<file path="config.mk">
export PLATFORM = sky130hd
export DESIGN_NAME = pwm_capture
export DESIGN_NICKNAME = d
export VERILOG_FILES = /design/src/rtl/pwm_capture.sv
export SDC_FILE = /design/constraint.sdc
export NUM_CORES = 1
export LEC_CHECK = 0
export CORE_MARGIN = 4
export CORE_UTILIZATION = 52
export CTS_BUF_LIST = sky130_fd_sc_hd__clkbuf_2
export DETAILED_ROUTE_END_ITERATION = 8
export MAX_ROUTING_LAYER = met4
export PLACE_DENSITY = 0.88
export SETUP_SLACK_MARGIN = 0.05
export SYNTH_ARGS = -nofsm -noshare
export SYNTH_HDL_FRONTEND = slang
export SYNTH_SLANG_ARGS = --single-unit
</file>
<file path="constraint.sdc">
create_clock -name clk_i -period 2.9 [get_ports clk_i]
set_clock_uncertainty 0.1 [all_clocks]
set_input_delay 0.435 -clock clk_i [delete_from_list [all_inputs] [get_ports clk_i]]
set_output_delay 0.435 -clock clk_i [all_outputs]
set_load 0.1 [all_outputs]
</file>
<file path="src/rtl/pwm_capture.sv">
// Input-capture peripheral: measures high time and rise-to-rise period of pwm_i in prescaled ticks.
// Latency: 2-flop synchronizer plus edge detect; bus read data and acknowledge one cycle after the strobe.
// Backpressure: none; every access is acknowledged next cycle, a new capture overwrites unread results.
module pwm_capture #(
    parameter int unsigned PRESC_DIV = 1024,
    parameter int unsigned CNT_W     = 16
) (
    input  logic        clk_i,
    input  logic        rst_n_i,
    input  logic        pwm_i,
    input  logic [31:0] addr_32b_i,
    input  logic        wren_i,
    input  logic        rden_i,
    input  logic [31:0] din_32b_i,
    output logic [31:0] dout_32b_o,
    output logic        dout_32b_valid_o,
    output logic        interrupt_o
);

    localparam int unsigned   PW        = $clog2(PRESC_DIV);
    localparam logic [PW-1:0] PRESC_MAX = PW'(PRESC_DIV - 1);

    localparam logic [1:0] REG_CTRL   = 2'd0;
    localparam logic [1:0] REG_STATUS = 2'd1;
    localparam logic [1:0] REG_HIGH   = 2'd2;
    localparam logic [1:0] REG_PERIOD = 2'd3;

    typedef enum logic [1:0] {
        ST_IDLE = 2'd0,
        ST_HIGH = 2'd1,
        ST_LOW  = 2'd2
    } state_e;

    state_e            state_q, state_d;
    logic              sync1_q, sync1_d;
    logic              sync2_q, sync2_d;
    logic              hist_q, hist_d;
    logic [PW-1:0]     presc_q, presc_d;
    logic [CNT_W-1:0]  cnt_q, cnt_d;
    logic [CNT_W-1:0]  high_tmp_q, high_tmp_d;
    logic [CNT_W-1:0]  high_q, high_d;
    logic [CNT_W-1:0]  period_q, period_d;
    logic              en_q, en_d;
    logic              irq_en_q, irq_en_d;
    logic              inv_q, inv_d;
    logic              valid_q, valid_d;
    logic              ovf_q, ovf_d;
    logic [31:0]       dout_q, dout_d;
    logic              dout_vld_q, dout_vld_d;

    logic              pwm_s;
    logic              rise;
    logic              fall;
    logic              tick;
    logic [CNT_W-1:0]  cnt_inc;
    logic              cnt_sat;
    logic              cap_set;
    logic              ovf_set;
    logic [1:0]        reg_sel;
    logic [31:0]       rdata;
    logic              w1c_valid;
    logic              w1c_ovf;

    // Address/data bits outside the decoded fields carry no meaning here.
    logic unused_bits;
    assign unused_bits = ^{addr_32b_i[31:4], addr_32b_i[1:0], din_32b_i[31:3]};

    // Synchronize the pin, apply polarity, and derive single-cycle edge pulses.
    always_comb begin
        sync1_d = pwm_i;
        sync2_d = sync1_q;
        pwm_s   = sync2_q ^ inv_q;
        hist_d  = pwm_s;
        rise    = pwm_s & ~hist_q;
        fall    = ~pwm_s & hist_q;
    end

    // Prescaler restarts on every rise so tick boundaries line up with the measured pulse.
    always_comb begin
        tick = (presc_q == PRESC_MAX);
        if (!en_q || rise || tick) begin
            presc_d = '0;
        end else begin
            presc_d = presc_q + PW'(1);
        end
    end

    // Measurement FSM: the edge cycle's own tick is included so results are exact floors.
    always_comb begin
        state_d    = state_q;
        cnt_d      = cnt_q;
        high_tmp_d = high_tmp_q;
        high_d     = high_q;
        period_d   = period_q;
        cap_set    = 1'b0;
        ovf_set    = 1'b0;
        cnt_inc    = tick ? (cnt_q + CNT_W'(1)) : cnt_q;
        cnt_sat    = tick && (&cnt_q);
        if (!en_q) begin
            state_d = ST_IDLE;
            cnt_d   = '0;
        end else begin
            case (state_q)
                ST_IDLE: begin
                    if (rise) begin
                        state_d = ST_HIGH;
                        cnt_d   = '0;
                    end
                end
                ST_HIGH: begin
                    if (cnt_sat) begin
                        ovf_set = 1'b1;
                        state_d = ST_IDLE;
                    end else if (fall) begin
                        high_tmp_d = cnt_inc;
                        cnt_d      = cnt_inc;
                        state_d    = ST_LOW;
                    end else begin
                        cnt_d = cnt_inc;
                    end
                end
                ST_LOW: begin
                    if (cnt_sat) begin
                        ovf_set = 1'b1;
                        state_d = ST_IDLE;
                    end else if (rise) begin
                        high_d   = high_tmp_q;
                        period_d = cnt_inc;
                        cap_set  = 1'b1;
                        cnt_d    = '0;
                        state_d  = ST_HIGH;
                    end else begin
                        cnt_d = cnt_inc;
                    end
                end
                default: begin
                    state_d = ST_IDLE;
                    cnt_d   = '0;
                end
            endcase
        end
    end

    // Register file, status set/clear (hardware set wins) and registered read port.
    always_comb begin
        reg_sel    = addr_32b_i[3:2];
        en_d       = en_q;
        irq_en_d   = irq_en_q;
        inv_d      = inv_q;
        if (wren_i && (reg_sel == REG_CTRL)) begin
            en_d     = din_32b_i[0];
            irq_en_d = din_32b_i[1];
            inv_d    = din_32b_i[2];
        end
        w1c_valid  = wren_i && (reg_sel == REG_STATUS) && din_32b_i[0];
        w1c_ovf    = wren_i && (reg_sel == REG_STATUS) && din_32b_i[1];
        valid_d    = cap_set | (valid_q & ~w1c_valid);
        ovf_d      = ovf_set | (ovf_q & ~w1c_ovf);
        case (reg_sel)
            REG_CTRL:   rdata = {29'd0, inv_q, irq_en_q, en_q};
            REG_STATUS: rdata = {30'd0, ovf_q, valid_q};
            REG_HIGH:   rdata = 32'(high_q);
            default:    rdata = 32'(period_q);
        endcase
        dout_vld_d = wren_i | rden_i;
        dout_d     = (rden_i && !wren_i) ? rdata : dout_q;
    end

    // FSM state register.
    always_ff @(posedge clk_i or negedge rst_n_i) begin
        if (!rst_n_i) begin
            state_q <= ST_IDLE;
        end else begin
            state_q <= state_d;
        end
    end

    // Datapath and register state.
    always_ff @(posedge clk_i or negedge rst_n_i) begin
        if (!rst_n_i) begin
            sync1_q    <= 1'b0;
            sync2_q    <= 1'b0;
            hist_q     <= 1'b0;
            presc_q    <= '0;
            cnt_q      <= '0;
            high_tmp_q <= '0;
            high_q     <= '0;
            period_q   <= '0;
            en_q       <= 1'b0;
            irq_en_q   <= 1'b0;
            inv_q      <= 1'b0;
            valid_q    <= 1'b0;
            ovf_q      <= 1'b0;
            dout_q     <= '0;
            dout_vld_q <= 1'b0;
        end else begin
            sync1_q    <= sync1_d;
            sync2_q    <= sync2_d;
            hist_q     <= hist_d;
            presc_q    <= presc_d;
            cnt_q      <= cnt_d;
            high_tmp_q <= high_tmp_d;
            high_q     <= high_d;
            period_q   <= period_d;
            en_q       <= en_d;
            irq_en_q   <= irq_en_d;
            inv_q      <= inv_d;
            valid_q    <= valid_d;
            ovf_q      <= ovf_d;
            dout_q     <= dout_d;
            dout_vld_q <= dout_vld_d;
        end
    end

    assign dout_32b_o       = dout_q;
    assign dout_32b_valid_o = dout_vld_q;
    assign interrupt_o      = irq_en_q & (valid_q | ovf_q);

endmodule
</file>
* After elaboration in Yosys (flattened, before gate mapping)
Index checks and enable logic that the tools add are counted. Widths: inputs -> output; s select.
Storage, ports and cells: word-level logic and storage cells 81, input bits 69, bits in registers 117, output and inout port bits 34
Cells by class: reduce and logical (&&, ||, !) cells 17, equality and inequality tests 9, muxes and demuxes 22, bitwise logic cells 15, $add $sub $neg 2
Operators by type and width (count):
- $mux 16 | 6
- $pmux 16 s3 | 2
- $add 16x1->16 const B | 1
- $reduce_and 16->1 | 1
- $add 10x1->10 const B | 1
- $eq 10x10->1 const B | 1
- $mux 10 | 1
- $mux 2 | 5
- $ne 3x3->1 const B | 3
- $reduce_and 4->1 | 2
- $mux 1 | 7
- $logic_and 1x1->1 | 6
- $pmux 2 s3 | 1
- $and 1x1->1 | 5
- $not 1->1 | 5
- $eq 2x1->1 const B | 2
- $eq 2x2->1 const B | 2
- $logic_not 2->1 | 2
- $ne 4x4->1 const B | 1
- $or 1x1->1 | 4
- $reduce_and 3->1 | 1
- $logic_not 1->1 | 2
- $logic_or 1x1->1 | 2
- $reduce_or 2->1 | 1
- $xor 1x1->1 | 1

* Depth between registers and ports, before layout
word-level depth 7, depth in mapped cells 9, mapped depth without buffers 7

* Least setup slack after synthesis
No wires, ideal clock.
kind register to register, start reg presc_q[0], end reg high_q[10], slack 0.760 ns, period minus slack after synthesis 2.140 ns, setup time 0.125 ns, required time 2.675 ns, cell stages (with the launch flop) 8, arrival time 1.915 ns, path buffers 2, path through dfrtp_1 > ha_1 > and4_1 > clkbuf_1 > nand4_1 > o21ai_1 > buf_2 > mux2_2
On the way: cells in the longest elaborated chain, start to end 4
Ends and longest elaborated chain:
- start, declared | RTL line 38 | logic [PW-1:0] presc_q, presc_d;
- start signal, assigned | RTL line 200 | presc_q <= presc_d;
- $eq 10x10->1 | RTL line 80 | tick = (presc_q == PRESC_MAX);
- $logic_and 1x1->1 | RTL line 98 | cnt_sat = tick && (&cnt_q);
- $not 1->1 (no source line)
- $reduce_and 4->1 (no source line)
- end signal, assigned | RTL line 203 | high_q <= high_d;
- end, declared | RTL line 41 | logic [CNT_W-1:0] high_q, high_d;
No other way between the ends. A chain may end at the register's enable or synchronous reset.

* Final worst setup path
start reg presc_q[0], end reg state_q[1]
On the way: cells in the longest elaborated chain, start to end 5, elaborated cells between the ends (all ways) 7, those cells by class 2 x eq/ne; 4 x mux; 1 x reduce/logical
Ends and longest elaborated chain:
- $eq 10x10->1 (*) | RTL line 80
- $logic_and 1x1->1 (*) | RTL line 98
- $mux 2 (on tied branches) | RTL line 123, 111
- $pmux 2 s3 | RTL line 103 | case (state_q)
- $mux 2 | RTL line 99 | if (!en_q) begin
- end signal, assigned | RTL line 174 | state_q <= state_d;
- end, declared | RTL line 34 | state_e state_q, state_d;
Every way passes the cells marked *; elsewhere a longest branch is shown, timed or not.

==> metrics.md <==
| Metric | Value |
|---|---|
| Status | completed |
| Post-route setup TNS | 0 ns |
| Post-layout util | 58.6% |
| Latest clock arrival within the worst-skew pair | 0.57 ns |
| Initial antenna violation count | 0 |
| Via Count | 3561 |
| DR WL met3 | 521 um |
| Fin crit share | 86.9% |
| Drt wl/cell | 16.1 um |
| Initial Util | 54.3% |
| Rel. slew slack | 58.4% |
| Worst R2R End | state_q[1]$_DFFE_PN0P_ |
| Area growth from synthesis to layout | 7.96% |
| Data arrival, critical path | 2.90 ns |
| NumNets Final | 562 |
| Unrepaired setup endpoints after global routing | no |
| DR top layer | met4 |
| Detailed placement HPWL | 6.95 mm |
| Post-route ant nets | 0 |
| Share of layout cells above drive strength 1 | 15.9% |
| CTS clk-pin slew, worst paths | 0.27 ns |
| Crit end category | register |
| CTS Sinks | 101 |
| Final setup fails | 0 |
| Vias in the first global route | 3487 |
| Pwr dens | 633 mW/mm^2 |
| Depth of the CTS H-tree | 3 |
| Crit Path Category | register to register |
| Critical path required time | 3.28 ns |
| Cell count after synthesis | between 400 and 500 |
| Worst Hold Path EP | sync1_q$_DFF_PN0_ |
| Leak | 2.34 nW |
| DRT iter0 DRCs | 326 |
| Worst hold stages | 1 |
| Async SR Flop Fraction | 100% |
| Die width | 104 um |
| DIE AREA | 0.0109 mm^2 |
| ANT cells | 0 |
| Die Ht | 104 um |
| Fin. Hold Viols | 0 |
| Max_cap viols | 0 |
| Largest net degree at the start of global routing | 50 |
| R2R cell count | 6 |
| Max Slew Vio Count | 0 |
| Met1 WL | approximately 4.2 mm |
| Synth Warn # | 0 |
| Min-Delay Path Class | primary input to register |
| Root Buffer | clkbuf_2 |
| Fmax | 397 MHz |
| Worst Setup SP | presc_q[0]$_DFF_PN0_ |
| Longest Clk Path Bufs | 2 |
| Clock tree from TritonCTS | built |
| Final Worst Setup Slack | 0.380 ns |
| # rows | 34 |
| Crit-path max FO | 10 |
| Yosys reg bits | 101 |
| Synth Flop Type | dfrtp_1 |
| Routability Congestion | 0.921 |
| Power consumption | 3.30 mW |
| Worst path cell trace | ha_1 -> and4_1 -> nand4_1 -> o21ai_0 -> a31oi_1 -> a221oi_1 |
| Met2 wire length | 4.77 mm |
| GRT Util Overall | 19.2% |
| Crit-path max cell delay | 0.49 ns |
| Hold Crit Start | pwm_i |
| EDFF count, synth | 0 |
| Post-synthesis cell area | 0.00483 mm^2 |
| Core area | roughly 0.0089 mm^2 |
| Least-Margin Pin Slew | 0.624 ns |
| First-pass GRT wire length | approximately 17 mm |
| Final hold slack | 0.171 ns |
| Top-level I/O count | 103 |
| Startpoint Class | register |
| Congestion Overflow GR | 0 |
| Seq/Total Area, Yosys | 52.3% |
| First-pass iteration count of the detailed router | 5 |
| Post-CTS Resized | 0 |
| Syn_area_per_cell | roughly 10 um^2 |
| Routed WL | slightly below 10 mm |
| # DRC | 0 |
| Cts bufs inserted | 9 |
| Fin crit period | 2.52 ns |
| Pre-CTS setup slack | between 0.4 and 0.5 ns |
| Reg-to-Reg Start | presc_q[0]$_DFF_PN0_ |
| Register-to-register path setup slack | 0.38 ns |
| Port Buf Inserts | 27 |
| VDD IR max | 0.245 mV |
| Yosys cell types | 47 |
| Mean number of vias per cell | between 5 and 6 |
| Crit path max-delay cell type | o21ai_0 |
## sequential cells by signal (all words and copies together) (netlist names), 2 cells and up
| name | cells |
|---|---|
| cnt_q | 16 |
| dout_32b_o | 16 |
| high_q | 16 |
| high_tmp_q | 16 |
| period_q | 16 |
| presc_q | 10 |
| state_q | 2 |
## cell type report
type / count / area, um^2
Clock buffer: 9 / 45.0
Clock inverter: 7 / 57.6
Fill cell: 711 / 3680
Inverter: 8 / 30.0
Multi-Input combinational cell: 330 / 2100
Sequential cell: 101 / 2530
Tap cell: 108 / 135
Timing Repair Buffer: 37 / 313
## repair_timing
action                                 CTS  global route
buffers inserted                         0             0
hold buffers                             1             0
endpoints found under the hold margin   45             0
## metal layers
metal	track usage, %	vias up
met3	3.29	20
met5	-	-
li1	-	1656
met1	24.9	1752
met4	6.84	0
met2	30.5	133
## worst max-delay path by stage
stage	endpoint	slack, ns	cells after the start
after detailed placement	state_q[1]$_DFFE_PN0P_	0.44	6
after global placement	high_q[13]$_DFFE_PN0P_	0.60	6
after global routing	state_q[1]$_DFFE_PN0P_	0.18	6
after CTS	state_q[1]$_DFFE_PN0P_	0.43	6
after floorplan	high_q[10]$_DFFE_PN0P_	0.76	7
final	state_q[1]$_DFFE_PN0P_	0.38	6
## synthesized netlist by cell type, types with 3 or more instances
cell,count,area (um^2)
inv_1,8,30.0
o21ai_0,44,220
nand4_1,12,75.1
mux2i_1,15,150
xor2_1,13,114
nor3_1,6,30.0
nand2_1,57,214
clkbuf_1,14,52.6
buf_2,4,20.0
a31oi_1,16,100
or3_1,3,18.8
a21oi_1,21,105
nand3b_1,3,22.5
dfrtp_1,101,2530
nor2_1,32,120
xnor2_1,8,70.1
buf_4,21,158
and3_1,4,25.0
nand3_1,14,70.1
mux2_2,21,236
o211ai_1,3,22.5
ha_1,6,75.1
and4_1,6,52.6
## layout by cell type (no fill, tap or decap), types with 3 or more instances in the layout
cell type and count:
ha_1 6, inv_1 8, mux2i_1 15, o211ai_1 3
clkbuf_2 9, nand3b_1 3, clkdlybuf4s50_1 8, a21oi_1 20
nor2_1 32, mux2_2 21, a31oi_1 16, dfrtp_1 101
and3_1 4, xnor2_1 8, conb_1 16, xor2_1 13
nand4_1 12, or3_1 3, nand3_1 14, nand2_1 57
o21ai_0 44, nor3_1 6, buf_4 27, and4_1 6
## where the power goes
part,total [mW],internal (mW),switching [mW]
clock network,0.610,0.126,0.484
registers,1.80,1.65,0.150
logic,0.887,0.293,0.595
total,3.30,2.07,1.23
## worst max-delay path: cells and delay by family (launching register included)
family / cells / cell delay, ns
fa+ha+maj: 1 / 0.25
compound gates: 3 / 0.91
flops: 1 / 0.46
simple gates: 2 / 0.75
## logic make-up after synthesis
logic type / share of synthesized area, %
flops: 52.3
buf+inv: 5.55
xor+xnor: 4.15
fa+ha+maj: 1.55
other cells: 0.0777
compound gates: 12.0
mux: 8.94
simple gates: 15.4
## through the flow
step                      cells  cell area (um^2)
after global routing        600              5210
after floorplan             480              4880
after global placement      583              5100
after detailed placement    583              5100
final                       600              5210
after CTS                   600              5210
(Power assumes the default switching activity.)
